## src/rtl/decod_pkg.sv

```systemverilog
// Shared constants, state encoding and helpers for the decoder-line arbiter.
package decod_pkg;

    localparam int N_LINES = 16;
    localparam int IDX_W   = 4;
    localparam int HOLD_W  = 4;
    localparam int GAP_W   = 3;

    typedef enum logic [1:0] {
        IDLE  = 2'd0,
        GRANT = 2'd1,
        GAP   = 2'd2
    } state_t;

    // One-hot vector with only bit idx set.
    function automatic logic [N_LINES-1:0] onehot(input logic [IDX_W-1:0] idx);
        logic [N_LINES-1:0] one;
        one = {{(N_LINES-1){1'b0}}, 1'b1};
        return one << idx;
    endfunction

endpackage

```

## src/rtl/decod_arb_rr_pick.sv

```systemverilog
// Combinational round-robin search: first asserted req bit at or above ptr,
// wrapping modulo N_LINES.
module rr_pick
    import decod_pkg::*;
(
    input  logic [N_LINES-1:0] req,
    input  logic [IDX_W-1:0]   ptr,
    output logic               found,
    output logic [IDX_W-1:0]   idx
);

    logic [IDX_W-1:0] cand_s;

    // Scan from the farthest offset down so the nearest hit to ptr wins last.
    always_comb begin
        found  = 1'b0;
        idx    = {IDX_W{1'b0}};
        cand_s = {IDX_W{1'b0}};
        for (int k = N_LINES - 1; k >= 0; k--) begin
            cand_s = ptr + IDX_W'(k);
            if (req[cand_s]) begin
                found = 1'b1;
                idx   = cand_s;
            end else begin
                found = found;
            end
        end
    end

endmodule

```

## src/rtl/decod_arb.sv

```systemverilog
// Round-robin arbiter driving a 4-to-16 decoder: one grant at a time, an
// optional hold limit per requester, and a fixed dead gap between grants.
module decod_arb
    import decod_pkg::*;
#(
    parameter int MAX_HOLD   = 8,
    parameter int GAP_CYCLES = 1
)
(
    input  logic               clk,
    input  logic               rst_n,
    input  logic [N_LINES-1:0] req,
    output logic [N_LINES-1:0] grant,
    output logic [IDX_W-1:0]   sel,
    output logic               en,
    output logic               busy
);

    localparam logic [HOLD_W-1:0] HOLD_LIMIT = HOLD_W'(MAX_HOLD);
    localparam logic [HOLD_W-1:0] HOLD_SAT   = {HOLD_W{1'b1}};
    localparam logic              HOLD_EN    = (MAX_HOLD != 0);
    localparam logic [GAP_W-1:0]  GAP_LAST   = GAP_W'(GAP_CYCLES - 1);

    state_t             state_r, state_s;
    logic [N_LINES-1:0] grant_r, grant_s;
    logic [IDX_W-1:0]   sel_r, sel_s;
    logic               en_r, en_s;
    logic               busy_r, busy_s;
    logic [IDX_W-1:0]   ptr_r, ptr_s;
    logic [HOLD_W-1:0]  hold_cnt_r, hold_cnt_s;
    logic [GAP_W-1:0]   gap_cnt_r, gap_cnt_s;

    logic               start_s;
    logic               release_s;
    logic               pick_found_s;
    logic [IDX_W-1:0]   pick_idx_s;

    rr_pick u_pick (
        .req   (req),
        .ptr   (ptr_r),
        .found (pick_found_s),
        .idx   (pick_idx_s)
    );

    // Next-state and next-output logic; the last GAP cycle arbitrates like IDLE.
    always_comb begin
        state_s    = state_r;
        grant_s    = grant_r;
        sel_s      = sel_r;
        en_s       = en_r;
        ptr_s      = ptr_r;
        hold_cnt_s = hold_cnt_r;
        gap_cnt_s  = gap_cnt_r;
        start_s    = 1'b0;
        release_s  = 1'b0;

        case (state_r)
            IDLE: begin
                start_s = 1'b1;
            end
            GRANT: begin
                release_s = !req[sel_r] || (HOLD_EN && (hold_cnt_r == HOLD_LIMIT));
                if (release_s) begin
                    state_s    = GAP;
                    grant_s    = {N_LINES{1'b0}};
                    sel_s      = {IDX_W{1'b0}};
                    en_s       = 1'b0;
                    ptr_s      = sel_r + {{(IDX_W-1){1'b0}}, 1'b1};
                    hold_cnt_s = {HOLD_W{1'b0}};
                    gap_cnt_s  = {GAP_W{1'b0}};
                end else if (hold_cnt_r != HOLD_SAT) begin
                    hold_cnt_s = hold_cnt_r + {{(HOLD_W-1){1'b0}}, 1'b1};
                end else begin
                    hold_cnt_s = hold_cnt_r;
                end
            end
            GAP: begin
                if (gap_cnt_r == GAP_LAST) begin
                    gap_cnt_s = {GAP_W{1'b0}};
                    start_s   = 1'b1;
                end else begin
                    gap_cnt_s = gap_cnt_r + {{(GAP_W-1){1'b0}}, 1'b1};
                end
            end
            default: begin
                state_s    = IDLE;
                grant_s    = {N_LINES{1'b0}};
                sel_s      = {IDX_W{1'b0}};
                en_s       = 1'b0;
                hold_cnt_s = {HOLD_W{1'b0}};
                gap_cnt_s  = {GAP_W{1'b0}};
            end
        endcase

        if (start_s && pick_found_s) begin
            state_s    = GRANT;
            grant_s    = onehot(pick_idx_s);
            sel_s      = pick_idx_s;
            en_s       = 1'b1;
            hold_cnt_s = {{(HOLD_W-1){1'b0}}, 1'b1};
        end else if (start_s) begin
            state_s    = IDLE;
            grant_s    = {N_LINES{1'b0}};
            sel_s      = {IDX_W{1'b0}};
            en_s       = 1'b0;
            hold_cnt_s = {HOLD_W{1'b0}};
        end else begin
            state_s    = state_s;
        end

        busy_s = (state_s != IDLE);
    end

    // State and registered outputs; reset clears everything including ptr.
    always_ff @(posedge clk or negedge rst_n) begin
        if (!rst_n) begin
            state_r    <= IDLE;
            grant_r    <= {N_LINES{1'b0}};
            sel_r      <= {IDX_W{1'b0}};
            en_r       <= 1'b0;
            busy_r     <= 1'b0;
            ptr_r      <= {IDX_W{1'b0}};
            hold_cnt_r <= {HOLD_W{1'b0}};
            gap_cnt_r  <= {GAP_W{1'b0}};
        end else begin
            state_r    <= state_s;
            grant_r    <= grant_s;
            sel_r      <= sel_s;
            en_r       <= en_s;
            busy_r     <= busy_s;
            ptr_r      <= ptr_s;
            hold_cnt_r <= hold_cnt_s;
            gap_cnt_r  <= gap_cnt_s;
        end
    end

    assign grant = grant_r;
    assign sel   = sel_r;
    assign en    = en_r;
    assign busy  = busy_r;

endmodule

```

## config.mk

```make
export PLATFORM = sky130hd
export DESIGN_NAME = decod_arb
export DESIGN_NICKNAME = d
export VERILOG_FILES = /design/src/rtl/decod_pkg.sv /design/src/rtl/decod_arb_rr_pick.sv /design/src/rtl/decod_arb.sv
export SDC_FILE = /design/constraint.sdc
export NUM_CORES = 1
export LEC_CHECK = 0
export BUFFER_PORTS_ARGS = -buffer_cell sky130_fd_sc_hd__buf_2
export CAP_MARGIN = 0
export CORE_MARGIN = 4
export CORE_UTILIZATION = 47
export DETAILED_ROUTE_END_ITERATION = 10
export PLACE_DENSITY = 0.66
export SETUP_SLACK_MARGIN = 0.3
export SYNTH_ARGS = -nofsm -noshare
export SYNTH_HDL_FRONTEND = slang
export SYNTH_SLANG_ARGS = --single-unit
```

## constraint.sdc

```tcl
create_clock -name clk -period 9.4 [get_ports clk]
set_input_delay 1.41 -clock clk [delete_from_list [all_inputs] [get_ports clk]]
set_output_delay 1.41 -clock clk [all_outputs]
set_load 0.01 [all_outputs]
```

==> results of run 1 <==
## flip-flops by register name (all words and copies together) (netlist names)
register	flops
busy	1
ptr_r	4
gap_cnt_r	3
hold_cnt_r	4
en	1
grant	16
state_r	2
sel	4
## worst max-delay path, cell delays in order (launching register included)
cell	delay [ns]
dfrtp_1	0.32
buf_4	0.43
inv_1	0.23
ha_1	0.98
mux4_1	0.55
mux2_2	0.38
mux2i_2	0.35
nand2_1	0.08
or4_1	0.45
o311ai_2	0.53
a221o_1	0.43
o31ai_1	0.12
## final timing paths
check	endpoint	slack [ns]	cells after the start
max	grant[14]	4.39	11
min	grant[8]	0.47	2
max reg2reg	grant[14]	4.39	11
min reg2reg	grant[8]	0.47	2
max in group asynchronous	grant[7]	7.71	1
min in group asynchronous	hold_cnt_r[3]	1.20	1
## metal layers
layer  vias up  share of wire (%)  track usage (%)
met5         -                  0                0
met4         0                4.4            10.70
met3        47                8.1            3.140
met2       201                 45            37.37
met1      1847                 43            33.33
li1       1809                  -                -
## area by class of cell
| type | instances | area share, % |
|---|---|---|
| Clock inverter | 1 | 0.1129 |
| Tap cell | 105 | 2.964 |
| Sequential cell | 35 | 19.76 |
| Clock buffer | 6 | 1.863 |
| Inverter | 10 | 0.8467 |
| Multi-Input combinational cell | 387 | 69.55 |
| Timing Repair Buffer | 42 | 4.911 |
## through the flow
stage                     std cells  setup slack (ns)
final                           586             4.394
after global routing            586             4.081
after CTS                       586             4.450
after detailed placement        579             4.462
after global placement          579             4.496
after floorplan                 458             5.039
## cells in the final DEF (no fill, tap or decap), types with 5 or more instances in the layout
master / count
xnor2_1: 10
o31ai_1: 15
nor3_1: 10
nor2b_1: 6
buf_2: 39
mux4_2: 19
nand3_1: 25
mux4_1: 5
o21ai_0: 22
a22o_1: 5
dfrtp_1: 35
a21oi_1: 16
nand2_1: 70
ha_1: 12
mux2_2: 21
clkbuf_8: 6
inv_1: 9
nor2_1: 26
mux2i_1: 24
xor2_1: 5
## kinds of logic (layout without fill, tap and decap cells)
family	after synthesis	in the layout	synth area share (%)
compound gates	116	116	21.40
xor+xnor	16	16	3.566
fa+ha+maj	12	12	3.626
buf+inv	36	59	4.382
flops	35	35	21.15
mux	73	73	26.41
simple gates	170	170	19.46
## synth_stat cells (3+ instances only)
library cell,count
inv_1,9
mux2i_1,24
mux2_2,21
buf_2,9
nand2b_1,3
mux4_2,19
nand3b_1,3
or3_1,4
a21oi_1,16
xor2_1,5
clkbuf_1,12
a21o_1,3
o22ai_1,3
nor2_1,26
o21ai_1,3
a22oi_1,4
nor2b_1,6
o31ai_1,15
nand2_1,70
dfrtp_1,35
nor3_1,10
o2111ai_1,4
and3_1,3
mux4_1,5
a22o_1,5
o31ai_2,4
o21ai_0,22
a31oi_1,3
or4_1,4
xnor2_1,10
nand4_1,4
a41oi_1,4
o211ai_1,3
a211oi_1,3
ha_1,12
nand3_1,25
==> qor.txt, run 1 <==
fmax -> 199.8 MHz
Final TNS setup -> 0 ns
FP Rows -> 33
Tot GR Track Use -> 23.94%
Synth area leader -> dfrtp_1
Worst setup startpoint -> ptr_r[0]
vias in the first global route -> 3709
RePlAce Congestion -> 1.009
first-pass GRT wire length -> 19550 um
RSZ-0062 raised after global routing -> false
Worst Path Arrival -> 5.16 ns
Layout Skew -> 0.003182 ns
DR WL/cell -> 20.75 um
clock sinks -> 35
Util after Layout -> 52.89%
initial cell density of the core -> 49.40%
worst min path class -> flip-flop to flip-flop
Worst EP required -> 9.55 ns
cell area after layout -> 4433 um2
Synth Register Bits -> 35
CTS Hold Buffers Added -> 0
Die Wd -> 101.9 um
Syn. warnings -> 0
I/O Pins -> 40
DIE AREA -> 10370 um2
multi-input logic area -> 3083 um2
via count -> 3904
Synth area leaders -> dfrtp_1, mux4_2, nand2_1, mux2i_1, mux2_2
Worst setup SP type -> flip-flop
WS Path Type -> flip-flop to flip-flop
worst-case clock buffer depth -> 2
Synth Flop Type -> dfrtp_1
post-synth top area share -> 21.15%
Resized cells post-CTS -> 0
max_cap viols -> 0
Synth Cell Area -> 4140 um2
period utilization -> 53.25%
vias per std cell -> 6.662
syn_area_per_cell -> 9.040 um2
Buffers on Ports -> 39
antenna diode count -> 0
Final HPWL DP -> 9202 um
Worst Hold Launch -> grant[8]
status -> finished, final reports clean
Die H -> 101.9 um
H-Tree Depth -> 2
Seq. cell area -> 875.8 um2
DR iter-0 viols -> 459
sequential area share after synthesis -> 21.15%
max_slew headroom -> 29.09%
start of the worst register-to-register path -> ptr_r[0]
worst skew pair latency -> 0.28 ns
Slew Viols, Final -> 0
Synth cell types -> 72
share of post-route cells with drive strength above 1 -> 23.08%
fill count -> 795
Tmin final -> 5.006 ns
Area Growth Syn to Fin -> 7.072%
DRT Wirelength -> 12160 um
Worst setup EP type -> flip-flop
TritonRoute pass-1 iters -> 5
Final setup viols -> 0
Post-synth EDFFs -> 0
Area after DPL -> 4345 um2
Syn Nets -> 488
DRC Markers -> 0
slew at the pin with the worst max-slew slack -> 1.060 ns
Post-DRT Antenna Nets -> 0
CTS tree -> yes
Mapped Cells -> 458
Max FO, Critical Path -> 44
post-CTS setup buffers -> 0
Hold WS -> 0.4706 ns
CORE AREA -> 8382 um2
Reg clk slew, reported paths -> 0.07 ns
largest net degree at the start of global routing -> 45
Final nets -> 511
Final Hold Viols -> 0
CTS Root Cell -> clkbuf_8
Async SR Flop Fraction -> 100.0%
gr ovfl total -> 0
total CTS buffers -> 5
initial antenna violation count -> 0
Power of run 1 is left out: the tool's default activity adds up to more than one toggle a clock period on the data nets, which glitch-free logic cannot reach.
==> inputs of run 2 (changes only) <==
- ABC_AREA: default -> 1
- PLACE_DENSITY: 0.66 -> 0.69
- clock period: 9.4 -> 4.1 ns (I/O delays scaled with it)
==> qor.txt, run 2 <==
Die Wd -> 94.49 um (-7.2%)
Worst setup SP type -> flip-flop
initial antenna violation count -> 0 (unchanged)
vias in the first global route -> 3593 (-3.1%)
antenna diode count -> 0 (unchanged)
max reg flops -> 16 (unchanged)
Worst setup EP type -> flip-flop
largest net degree at the start of global routing -> 36 (-20%)
Tot GR Track Use -> 24.18% (+0.24 points)
CTS tree -> yes
Top Family by Delay on Critical Path -> simple AND/OR/NAND/NOR gates
Mapped Cells -> 556 (+21%)
vias per std cell -> 5.533 (-17%)
share of post-route cells with drive strength above 1 -> 17.31% (-5.8 points)
Worst path slowest cell -> ha_2
Buffers on Ports -> 39 (unchanged)
DRC Markers -> 0 (unchanged)
commonest non-fill, non-tap cell in the layout -> nand2_1
RePlAce Congestion -> 0.9880 (-2.1%)
Final HPWL DP -> 7978 um (-13%)
TritonRoute pass-1 iters -> 7 (+2)
worst min path class -> input pin to asynchronous set/reset pin
CTS Hold Buffers Added -> 0 (unchanged)
gr ovfl total -> 0 (unchanged)
worst-case clock buffer depth -> 2 (unchanged)
DR iter-0 viols -> 404 (-12%)
CTS Root Cell -> clkbuf_8
Buf/Inv on CP -> 3 (+1)
fmax -> 297.5 MHz (+49%)
H-Tree Depth -> 2 (unchanged)
Post-DRT Antenna Nets -> 0 (unchanged)
Tmin final -> 3.361 ns (-1.644 ns)
Slew Viols, Final -> 0 (unchanged)
Hold WS -> 0.4012 ns (-0.06935 ns)
Synth Register Bits -> 35 (unchanged)
cell area after layout -> 3879 um2 (-13%)
Syn Nets -> 586 (+20%)
syn_area_per_cell -> 6.324 um2 (-30%)
Worst setup startpoint -> ptr_r[0]
DRT Wirelength -> 10280 um (-15%)
Final setup viols -> 0 (unchanged)
Top cell by count, worst path -> nand2_1
post-synth top area share -> 24.91% (+3.8 points)
I/O Pins -> 40 (unchanged)
most frequent cell after synthesis -> nand2_1
worst slack, placed -> 0.6572 ns (-3.805 ns)
Layout Skew -> 0.007058 ns (+0.003876 ns)
sequential area share after synthesis -> 24.91% (+3.8 points)
commonest non-fill, non-tap cells in the layout -> nand2_1, nand3_1, inv_1
max_cap viols -> 0 (unchanged)
Synth area leaders -> dfrtp_1, nand2_1, nand3_1, a21oi_1, inv_1
crit-path cells -> inv_2, ha_2, inv_2, nand3_1, nand3_1, nand2_1, nand2_2, nand2_2, nor2_4, inv_1, o21ai_1, nand2_1, nand2_1, nand2_1, nand2_1, nand3_1, nand2_1, nand2_1, nand2_1, a21oi_2, a21oi_2, nand3_1, nand2_1
CP peak stage delay -> 0.44 ns (-0.54 ns)
Final TNS setup -> 0 ns (unchanged)
Post-synth EDFFs -> 0 (unchanged)
Reg clk slew, reported paths -> 0.07 ns (about the same)
total CTS buffers -> 5 (unchanged)
Max FO, Critical Path -> 20 (-55%)
Synth cell types -> 40 (-44%)
Worst Path Arrival -> 3.59 ns (-1.57 ns)
Area after DPL -> 3770 um2 (-13%)
Syn. warnings -> 0 (unchanged)
Setup WS post-layout -> 0.7388 ns (-3.656 ns)
Die H -> 94.49 um (-7.2%)
period utilization -> 81.98% (+29 points)
slew at the pin with the worst max-slew slack -> 0.7770 ns (-0.2830 ns)
FP Rows -> 31 (-6.1%)
worst skew pair latency -> 0.29 ns (about the same)
DR WL/cell -> 14.81 um (-29%)
start of the worst register-to-register path -> ptr_r[0]
clock sinks -> 35 (unchanged)
initial cell density of the core -> 48.47% (-0.92 points)
CORE AREA -> 7253 um2 (-13%)
WS Path Type -> flip-flop to flip-flop
DIE AREA -> 8928 um2 (-14%)
RSZ-0062 raised after global routing -> false
Synth Cell Area -> 3516 um2 (-15%)
top cells by count, synth -> nand2_1, nand3_1, inv_1
Async SR Flop Fraction -> 100.0% (unchanged)
Synth Flop Type -> dfrtp_1
via count -> 3840 (-1.6%)
max_slew headroom -> 48.20% (+19 points)
status -> finished, final reports clean
Synth area leader -> dfrtp_1
Final nets -> 624 (+22%)
Area Growth Syn to Fin -> 10.32%
first-pass GRT wire length -> 17310 um (-12%)
Final Hold Viols -> 0 (unchanged)
Worst EP required -> 4.33 ns (-5.22 ns)
## run 2: final cells by class
cell class              count  area [um2]
repair buffers             44       232.7
clock buffers               8       100.1
fillers                   769        3374
multi-input cells         453        2340
well taps                  99       123.9
flip-flops and latches     35       875.8
inverters                  55       206.4
## run 2: per-stage QoR
step | util, % | instances
floorplan | - | 556
global placement | 51.98 | 686
detailed placement | 51.98 | 686
CTS | 53.36 | 694
global route | 53.48 | 694
finish | 53.48 | 694
## run 2: worst register-to-register path: stages (launching register included)
cell and delay (ns):
dfrtp_1 0.39, inv_2 0.28, ha_2 0.44, inv_2 0.21, nand3_1 0.14, nand3_1 0.10, nand2_1 0.13, nand2_2 0.11
nand2_2 0.11, nor2_4 0.15, inv_1 0.05, o21ai_1 0.13, nand2_1 0.06, nand2_1 0.05, nand2_1 0.04, nand2_1 0.05
nand3_1 0.07, nand2_1 0.07, nand2_1 0.05, nand2_1 0.11, a21oi_2 0.12, a21oi_2 0.25, nand3_1 0.12, nand2_1 0.08
## run 2: final timing paths
check / to / slack [ns] / cells after the start
setup / recovery: grant[1] / 0.74 / 23
hold / removal: grant[10] / 0.40 / 1
setup reg to reg: grant[1] / 0.74 / 23
max in group asynchronous: hold_cnt_r[2] / 3.20 / 1
hold reg to reg: grant[15] / 0.48 / 2
min in group clk: grant[15] / 0.48 / 2
## run 2: logic make-up after synthesis
family                   share of synthesized area [%]
AND/OR/NAND/NOR                                  44.41
AO/OA/AOI/OAI                                    13.67
buffers and inverters                            8.790
flip-flops                                       24.91
XOR/XNOR                                         3.951
adder cells (fa/ha/maj)                          4.270
## run 2: timing repair
item | 4_1_cts | 5_1_grt
resized for setup | 0 | 2
setup endpoints to repair | 0 | 16
buffers inserted | 0 | 0
## run 2: metal layers
layer  global-route usage, %  up-vias  share of wire (%)
li1                        -     1894                  -
met1                   31.59     1751                 42
met2                   40.43      167                 48
met3                   3.506       28                6.9
met4                   9.135        0                3.3
met5                       0        -                  0
Power of run 2 is left out for the same reason.
==> inputs of run 3 (changes only) <==
- PLACE_DENSITY: 0.69 -> 0.66
- clock period: 4.1 -> 3.2 ns (I/O delays scaled with it)
==> qor.txt, run 3 (synthesis gave the netlist of run 2 again) <==
Die H -> 94.49 um (unchanged)
Die Wd -> 94.49 um (unchanged)
Slew Viols, Final -> 0 (unchanged)
DR top layer -> met4
vias per std cell -> 5.721 (+3.4%)
CTS tree -> yes
first-pass GRT wire length -> 17990 um (+3.9%)
worst min path class -> input pin to asynchronous set/reset pin
routed wl met3 -> 857 um (+20%)
WL met2 -> 6216 um (+27%)
total CTS buffers -> 5 (unchanged)
largest net degree at the start of global routing -> 36 (unchanged)
period utilization -> 92.24% (+10 points)
Area Growth Syn to Fin -> 38.04%
via count -> 4159 (+8.3%)
slew at the pin with the worst max-slew slack -> 0.7885 ns (+0.01157 ns)
Worst setup SP type -> flip-flop
Worst path slowest cell -> dfrtp_1
Area after DPL -> 3830 um2 (+1.6%)
DR WL/cell -> 17.31 um (+17%)
Max FO, Critical Path -> 11 (-45%)
CORE AREA -> 7253 um2 (unchanged)
vias in the first global route -> 3685 (+2.6%)
max_slew headroom -> 47.43% (-0.77 points)
max reg flops -> 16 (unchanged)
Final nets -> 657 (+5.3%)
Top Family by Delay on Critical Path -> simple AND/OR/NAND/NOR gates
worst skew pair latency -> 0.29 ns (about the same)
commonest non-fill, non-tap cell in the layout -> nand2_1
Worst EP required -> 3.43 ns (-0.90 ns)
gr ovfl total -> 0 (unchanged)
worst-case clock buffer depth -> 2 (unchanged)
DIE AREA -> 8928 um2 (unchanged)
RSZ-0062 raised after global routing -> true
DR iter-0 viols -> 414 (+2.5%)
initial antenna violation count -> 0 (unchanged)
FF-to-FF setup slack -> 0.25 ns (-0.49 ns)
Worst Path Arrival -> 3.18 ns (-0.41 ns)
Tmin final -> 2.952 ns (-0.4095 ns)
H-Tree Depth -> 2 (unchanged)
CTS Root Cell -> clkbuf_8
DRT Wirelength -> 12580 um (+22%)
Final Hold Viols -> 0 (unchanged)
Tot GR Track Use -> 25.20% (+1.0 points)
Buffers on Ports -> 39 (unchanged)
RePlAce Congestion -> 1.021 (+3.3%)
Seq. cell area -> 878.3 um2 (+0.29%)
Final HPWL DP -> 8350 um (+4.7%)
fmax -> 338.8 MHz (+14%)
commonest non-fill, non-tap cells in the layout -> nand2_1, nand3_1, inv_1, nand2_2, buf_2
WS Path Type -> flip-flop to flip-flop
Worst setup EP type -> flip-flop
FP Rows -> 31 (unchanged)
crit-path cells -> inv_2, ha_4, inv_8, nand3_1, nand3_1, nand2_2, nand2_2, nand2_4, a21oi_1, nand2_1, nand2_1, nand2_1, nand2_1, nand2_1, nand2_1, nand2_1, nand2_1, nand2_1, nand2_1, nand2_2, a21oi_4, nand3_1, nand2_1
TritonRoute pass-1 iters -> 5 (-2)
Post-DRT Antenna Nets -> 0 (unchanged)
multi-input logic area -> 2953 um2 (+26%)
Hold WS -> 0.2716 ns (-0.1296 ns)
Top cell by count, worst path -> nand2_1
share of post-route cells with drive strength above 1 -> 37.58% (+20 points)
WL met1 -> 4939 um (+14%)
initial cell density of the core -> 48.47% (unchanged)
antenna diode count -> 0 (unchanged)
Final TNS setup -> 0 ns (unchanged)
Buf/Inv on CP -> 2 (-1)
Layout Skew -> 0.005410 ns (-0.001648 ns)
Final setup viols -> 0 (unchanged)
CP peak stage delay -> 0.41 ns (-0.03 ns)
DRC Markers -> 0 (unchanged)
clock sinks -> 35 (unchanged)
Reg clk slew, reported paths -> 0.07 ns (about the same)
fill count -> 639 (-17%)
cell area after layout -> 4853 um2 (+25%)
max_cap viols -> 0 (unchanged)
I/O Pins -> 40 (unchanged)
status -> finished, final reports clean
-- run 3: cell count changes in the layout (fill, tap and decap cells not counted), moves of 4 or more --
cell,change
buf_4,+19
nand2_1,-37
nand2_4,+15
a21oi_4,+4
nand3_1,-40
xor2_2,+5
nand3_2,+35
buf_6,+8
xor2_1,-5
ha_1,-5
nand2_2,+22
nand3_4,+5
ha_4,+5
-- run 3: worst paths after layout --
kind                            startpoint         to  cells after the start
worst min-delay path                 rst_n   grant[1]                      1
min in group clk                 grant[15]  grant[15]                      2
max in group asynchronous            rst_n   ptr_r[3]                      1
worst max-delay path              ptr_r[1]   grant[0]                     23
worst min register to register   grant[15]  grant[15]                      2
worst max register to register    ptr_r[1]   grant[0]                     23
-- run 3: what timing repair did --
action / CTS / global route
hold buffers: 0 / 0
pin swaps: 7 / 34
buffers inserted: 6 / 17
setup endpoints to repair: 18 / 25
resized for setup: 23 / 138
cloned: 1 / 1
-- run 3: cell type report --
cell class,instances,share of cell area [%]
multi-input cells,454,60.84
flip-flops and latches,35,18.10
repair buffers,76,11.70
inverters,55,4.666
well taps,99,2.552
clock buffers,7,1.985
clock inverters,1,0.1547
-- run 3: stage by stage --
| stage | utilization (%) | cells | setup WS, ns |
|---|---|---|---|
| final | 66.91 | 727 | 0.2483 |
| after CTS | 56.58 | 709 | 0.3148 |
| after global placement | 52.80 | 694 | 0.1954 |
| after floorplan | - | 556 | 0.3439 |
| after detailed placement | 52.80 | 694 | 0.1415 |
| after global routing | 66.91 | 727 | 0.06212 |
-- run 3: routing by layer --
| metal | GRT usage (%) | up-vias |
|---|---|---|
| li1 | - | 1953 |
| met4 | 9.615 | 0 |
| met3 | 3.665 | 51 |
| met1 | 33.32 | 1946 |
| met5 | 0 | - |
| met2 | 41.61 | 209 |
-- run 3: worst reg2reg max path: stages, from the launching register on --
cell and delay [ns]:
dfrtp_1 0.41, inv_2 0.14, ha_4 0.26, inv_8 0.12
nand3_1 0.18, nand3_1 0.17, nand2_2 0.10, nand2_2 0.11
nand2_4 0.09, a21oi_1 0.13, nand2_1 0.07, nand2_1 0.05
nand2_1 0.06, nand2_1 0.06, nand2_1 0.05, nand2_1 0.06
nand2_1 0.06, nand2_1 0.06, nand2_1 0.05, nand2_1 0.08
nand2_2 0.08, a21oi_4 0.31, nand3_1 0.11, nand2_1 0.09
Power of run 3 is left out for the same reason.
